===== src/rtl/otter_mmio_pkg.sv =====
// otter_mmio_pkg: shared MMIO window constants, slot kinds and the address decoder
package otter_mmio_pkg;
  localparam logic [31:0] MMIO_BASE = 32'h1100_0000;
  localparam int SLOT_STRIDE_LOG2 = 18;
  typedef enum logic [2:0] {SLOT_IN, SLOT_OUT, SLOT_PEND, SLOT_MASK, SLOT_NONE} slot_kind_e;
  typedef struct packed {
    slot_kind_e kind;
    logic [5:0] idx;
  } slot_t;
  // Map an address to its slot kind and the index within that kind.
  // Only slot-aligned addresses inside the 64-slot window decode.
  function automatic slot_t decode(input logic [31:0] addr, input logic [31:0] base,
                                   input int stride_log2, input int num_in, input int num_out);
    int k;
    logic hit;
    slot_t s;
    k = int'((addr >> stride_log2) & 32'h3f);
    hit = ((addr >> (stride_log2 + 6)) == (base >> (stride_log2 + 6))) &&
          ((addr & ((32'd1 << stride_log2) - 32'd1)) == 32'd0);
    s.idx = 6'(k);
    s.kind = SLOT_NONE;
    if (hit) begin
      if (k < num_in) s.kind = SLOT_IN;
      else if (k < num_in + num_out) begin
        s.kind = SLOT_OUT;
        s.idx = 6'(k - num_in);
      end
      else if (k == num_in + num_out) s.kind = SLOT_PEND;
      else if (k == num_in + num_out + 1) s.kind = SLOT_MASK;
    end
    return s;
  endfunction
endpackage


===== src/rtl/mmio_irq_ctrl.sv =====
// mmio_irq_ctrl: rising-edge capture into pending bits, W1C clear, mask and registered INTR
module mmio_irq_ctrl #(
  parameter int NUM_IRQ = 4
) (
  input  logic               clk,
  input  logic               rst_n,
  input  logic [NUM_IRQ-1:0] src,
  input  logic               wr_pend,
  input  logic               wr_mask,
  input  logic [NUM_IRQ-1:0] wdata,
  output logic [NUM_IRQ-1:0] pend,
  output logic [NUM_IRQ-1:0] mask,
  output logic               intr
);
  logic [NUM_IRQ-1:0] prev, rise, clr;
  assign rise = src & ~prev;
  assign clr  = wr_pend ? wdata : '0;
  // Edge history, pending (set beats clear), mask and the registered interrupt line
  always_ff @(posedge clk or negedge rst_n)
    if (!rst_n) begin
      prev <= '0;
      pend <= '0;
      mask <= '0;
      intr <= 1'b0;
    end else begin
      prev <= src;
      pend <= (pend & ~clr) | rise;
      if (wr_mask) mask <= wdata;
      intr <= |(pend & mask);
    end
endmodule


===== src/rtl/otter_mmio_hub.sv =====
// otter_mmio_hub: generic IOBUS slot hub (inputs, outputs with strobes, IRQ block).
// Define MMIO_IN_SYNC_EN to pass IN_DATA and IRQ_SRC through two-flop synchronisers.
module otter_mmio_hub
  import otter_mmio_pkg::*;
#(
  parameter int          NUM_IN      = 4,
  parameter int          NUM_OUT     = 6,
  parameter int          NUM_IRQ     = 4,
  parameter logic [31:0] BASE_ADDR   = MMIO_BASE,
  parameter int          STRIDE_LOG2 = SLOT_STRIDE_LOG2
) (
  input  logic                  CLK,
  input  logic                  RESET_N,
  input  logic [31:0]           IOBUS_ADDR,
  input  logic [31:0]           IOBUS_OUT,
  input  logic                  IOBUS_WR,
  output logic [31:0]           IOBUS_IN,
  input  logic [NUM_IN*32-1:0]  IN_DATA,
  output logic [NUM_OUT*32-1:0] OUT_DATA,
  output logic [NUM_OUT-1:0]    OUT_WSTB,
  input  logic [NUM_IRQ-1:0]    IRQ_SRC,
  output logic                  INTR
);
  if (NUM_IN + NUM_OUT + 2 > 64) begin : g_bad_map
    $error("otter_mmio_hub: NUM_IN+NUM_OUT+2 must not exceed 64 slots");
  end
  slot_t dec;
  logic wr_out;
  logic [NUM_IN*32-1:0] in_use;
  logic [NUM_IRQ-1:0] irq_use, pend, mask;
  assign dec    = decode(IOBUS_ADDR, BASE_ADDR, STRIDE_LOG2, NUM_IN, NUM_OUT);
  assign wr_out = IOBUS_WR && dec.kind == SLOT_OUT;
`ifdef MMIO_IN_SYNC_EN
  logic [NUM_IN*32-1:0] in_s1, in_s2;
  logic [NUM_IRQ-1:0] irq_s1, irq_s2;
  // Two-flop synchronisers for asynchronous board inputs and interrupt sources
  always_ff @(posedge CLK or negedge RESET_N)
    if (!RESET_N) begin
      in_s1  <= '0;
      in_s2  <= '0;
      irq_s1 <= '0;
      irq_s2 <= '0;
    end else begin
      in_s1  <= IN_DATA;
      in_s2  <= in_s1;
      irq_s1 <= IRQ_SRC;
      irq_s2 <= irq_s1;
    end
  assign in_use  = in_s2;
  assign irq_use = irq_s2;
`else
  assign in_use  = IN_DATA;
  assign irq_use = IRQ_SRC;
`endif
  // Output registers capture the store; the strobe marks the cycle after it
  always_ff @(posedge CLK or negedge RESET_N)
    if (!RESET_N) begin
      OUT_DATA <= '0;
      OUT_WSTB <= '0;
    end else begin
      for (int j = 0; j < NUM_OUT; j++) begin
        OUT_WSTB[j] <= wr_out && dec.idx == 6'(j);
        if (wr_out && dec.idx == 6'(j)) OUT_DATA[j*32 +: 32] <= IOBUS_OUT;
      end
    end
  // Same-cycle read mux; anything unmapped reads as zero
  always_comb begin
    IOBUS_IN = '0;
    for (int j = 0; j < NUM_IN; j++)
      if (dec.kind == SLOT_IN && dec.idx == 6'(j)) IOBUS_IN = in_use[j*32 +: 32];
    for (int j = 0; j < NUM_OUT; j++)
      if (dec.kind == SLOT_OUT && dec.idx == 6'(j)) IOBUS_IN = OUT_DATA[j*32 +: 32];
    if (dec.kind == SLOT_PEND) IOBUS_IN = 32'(pend);
    if (dec.kind == SLOT_MASK) IOBUS_IN = 32'(mask);
  end
  mmio_irq_ctrl #(.NUM_IRQ(NUM_IRQ)) u_irq (
    .clk     (CLK),
    .rst_n   (RESET_N),
    .src     (irq_use),
    .wr_pend (IOBUS_WR && dec.kind == SLOT_PEND),
    .wr_mask (IOBUS_WR && dec.kind == SLOT_MASK),
    .wdata   (IOBUS_OUT[NUM_IRQ-1:0]),
    .pend    (pend),
    .mask    (mask),
    .intr    (INTR)
  );
endmodule


===== config.mk =====
export PLATFORM = sky130hd
export DESIGN_NAME = otter_mmio_hub
export DESIGN_NICKNAME = d
export VERILOG_FILES = /design/src/rtl/otter_mmio_pkg.sv /design/src/rtl/mmio_irq_ctrl.sv /design/src/rtl/otter_mmio_hub.sv
export SDC_FILE = /design/constraint.sdc
export NUM_CORES = 1
export LEC_CHECK = 0
export ABC_AREA = 1
export ABC_CLOCK_PERIOD_IN_PS = 3500
export BUFFER_PORTS_ARGS = -buffer_cell sky130_fd_sc_hd__buf_2
export CORE_AREA = 2 2 169 171
export DETAILED_ROUTE_END_ITERATION = 10
export DIE_AREA = 0 0 171 173
export GPL_TIMING_DRIVEN = 0
export PLACE_DENSITY = 0.69
export SLEW_MARGIN = 30
export SYNTH_ARGS = -nofsm -noshare
export SYNTH_HDL_FRONTEND = slang
export SYNTH_SLANG_ARGS = --single-unit

===== constraint.sdc =====
create_clock -name CLK -period 3.5 [get_ports CLK]
set_clock_uncertainty 0.15 [all_clocks]
set_input_delay 0.525 -clock CLK [delete_from_list [all_inputs] [get_ports CLK]]
set_output_delay 0.525 -clock CLK [all_outputs]
set_load 0.01 [all_outputs]

==> results.yml <==
clock_network:
  clkTransAtPathRegs_ns: 0.06
  cts_num_sinks: 211
  root_buffer: "clkbuf_16"
  cts_tree: "yes"
  htree_levels: 1
  cts_max_path_buffers: 3
  numCtsBuffers: 23
  clock_latency_ns: 0.51
grt:
  gr-usage-met1: 0.422
  grt_pass1_wl_mm: 76.6
  grtUsageMet2: 0.570
  top_usage_layer: "met2"
  grt_max_degree: 86
  grt_pass1_vias: 12900
  antenna_found_initial: 4
  grt_use_met3: 0.0687
  track_usage: 0.343
  grt_overflow: 0
critical_path:
  cp-end-kind: "output port"
  worstPathMaxFanout: 10
  cp-startpoint: "IOBUS_ADDR[27]"
  crit_type: "input port to output port"
  slowest_delay_ns: 0.33
  cp_cell_sequence: "buf_2 > nor2_1 > nand2_1 > nor2_2 > nand2_2 > nor2_4 > nand2_1 > inv_4 > buf_4 > buf_2 > nand3_1 > nand3_1 > a21oi_4 > nand4_1 > o211ai_1 > a31oi_1 > buf_2"
  r2r-start: "OUT_DATA[139]$_DFFE_PN0P_"
  cp.buffers_inverters: 5
  cp.arrival_ns: 3.41
  required_ns: 2.82
  slowest_stage: "buf_2"
  path_common_cell: "buf_2"
  critical_path.startpoint_type: "input port"
  cp_top_family: "simple AND/OR/NAND/NOR gates"
sta:
  min_period_ns: 4.09
  fin_ws_ns: -0.586
  rsz0062_at_grt: "yes"
  tightest_slew_ns: 0.889
  final-hold-violation-count: 0
  setup_tns_ns: -10.34
  setup_violations: 32
  slew_headroom: 0.407
  finalMaxSlewViolations: 0
  fmax_ghz: 0.245
  min_period_over_period: 1.17
detailed_routing:
  dr_total_vias: 13300
  via_per_inst: 5.51
  dr.pass1.iters: 6
  drt_iter0_drc: 1277
  wirelength_mm: 53.6
  wl_per_cell_um: 22.2
  drc: 0
  ant_nets: 0
worst_hold_path:
  hold_path_class: "input port to flip-flop"
  hold_start: "IOBUS_OUT[20]"
finish:
  area_growth_syn_to_layout_pct: 40.4
  final_cells: 2418
  nets: 2223
  utilization: 0.581
  drive_gt1_frac: 0.363
synth:
  synthesis.nets: 1715
  netlist_instances: 1513
  synthXorXnorAreaFrac: 0
  avgSynthCellArea_sq_um: 7.56
  ys_ff_latch: 211
  yosysWarnings: 0
  synth_compound_area_frac: 0.190
  synth_simple_gate_area_frac: 0.262
  synth_area_sq_um: 11400
  ys_seq_area_frac: 0.462
  synth_cell_types: 41
  synth_top_area_frac: 0.462
  synth_top_area_cell: "dfrtp_1"
  synthTopCellsByArea: "dfrtp_1, nand2_1, o21ai_0"
  synth_mux_area_frac: 0
  synthAdderAreaFrac: 0.00328
  synth_top_family_by_area: "simple AND/OR/NAND/NOR gates"
place:
  post-dp-hpwl_mm: 38.5
  numPlacedInstances: 2322
  gp_congestion: 0.934
  preCtsSetupSlack_ns: -0.934
  io_buffers: 429
floorplan:
  die_w_um: 171
  core_sq_um: 27600
  die_h_um: 173
  dieArea_sq_um: 29600
  row_count: 61
  pin_count: 430
  start_util: 0.414
power_and_ir_drop:
  vdd_drop_max_mv: 0.283
  powerDensity_nw_per_um2: 327
  p_leak_nw: 8.91
flow_run:
  drv_cap: 0
outcome:
  status: "finished, violations left"
  failed_checks: "setup timing"
## power by group
| group | internal (mW) | switching (mW) |
|---|---|---|
| clock network | 1.46 | 1.03 |
| registers | 2.44 | 0.000501 |
| logic | 0.125 | 0.186 |
| total | 4.03 | 1.22 |
## metal layers
metal  vias up  wire length, um
li1       6003                -
met3       176             5460
met4         2             3220
met2       814            24900
met1      6326            20000
met5         -               14
## layout by cell type, fill, tap and decap left out, types with 19 or more instances in the layout
master,count
a21oi_2,19
nand3_2,38
nand2_2,25
o21ai_0,237
buf_2,434
nor2_1,82
nand2_1,414
clkbuf_16,25
a21oi_1,53
dfrtp_1,211
o21ai_1,45
buf_4,45
o211ai_1,19
clkbuf_1,43
inv_1,97
nand3_1,60
## worst register-to-register path, stage by stage, from the launching register on
cell	delay (ns)
dfrtp_1	0.44
nand2_1	0.09
o21ai_0	0.09
## worst paths after layout
| kind | endpoint | slack [ns] | depth (start not counted) |
|---|---|---|---|
| max | IOBUS_IN[18] | -0.59 | 17 |
| max reg2reg | OUT_DATA[139]$_DFFE_PN0P_ | 2.59 | 2 |
| max in group asynchronous | OUT_DATA[118]$_DFFE_PN0P_ | 1.64 | 4 |
| min in group asynchronous | OUT_DATA[166]$_DFFE_PN0P_ | 0.37 | 2 |
| min | OUT_DATA[52]$_DFFE_PN0P_ | 0.19 | 3 |
| min reg2reg | u_irq.pend[3]$_DFF_PN0_ | 0.27 | 1 |
## area by class of cell
| cell class | count | area [sq um] |
|---|---|---|
| diodes | 3 | 7.51 |
| plain buffers | 92 | 616 |
| clock buffers | 32 | 659 |
| clock inverters | 9 | 103 |
| fillers | 2569 | 11600 |
| inverters | 118 | 473 |
| multi-input cells | 1091 | 5690 |
| flip-flops and latches | 211 | 5280 |
| well taps | 378 | 473 |
| repair buffers | 484 | 2760 |
## registers in the layout, summed over array words and instances (netlist names)
name and count:
u_irq.mask 4, u_irq.prev 4, u_irq.intr 1, u_irq.pend 4, OUT_DATA 192, OUT_WSTB 6
## per-stage QoR
step | hold WS, ns | instance area (sq um) | total power, mW
floorplan | 0.0794 | 11400 | 2.55
global placement | 0.260 | 14100 | 2.74
detailed placement | 0.263 | 14100 | 2.76
CTS | 0.185 | 15700 | 5.23
global route | 0.211 | 16100 | 5.38
finish | 0.192 | 16100 | 5.25
## cells in the mapped netlist, drive strengths merged
master / instances
nand2: 442
nor3: 6
o22ai: 2
inv: 118
nor2: 98
nand3: 102
buf: 37
ha: 3
o221ai: 1
o2111ai: 1
o211ai: 24
dfrtp: 211
a21oi: 80
a22oi: 1
nand3b: 2
or2: 10
o21ai: 296
and3: 1
a31oi: 8
nand4: 13
clkbuf: 56
and2: 1
## logic make-up (layout without fill, tap and decap cells)
logic type | Yosys count | count (layout)
AO/OA/AOI/OAI | 413 | 413
adder cells (fa/ha/maj) | 3 | 3
buffers and inverters | 211 | 735
flip-flops | 211 | 211
other | 0 | 3
AND/OR/NAND/NOR | 675 | 675
## timing repair
action | in CTS | in global routing
buffers inserted | 28 | 15
gates resized for setup | 139 | 84
endpoints found under the hold margin | 54 | 0
hold buffers | 5 | 0
endpoints found under the setup margin | 32 | 32
cloned | 3 | 2
pin swaps | 51 | 47
No activity file was read; power rests on OpenSTA's default activity.
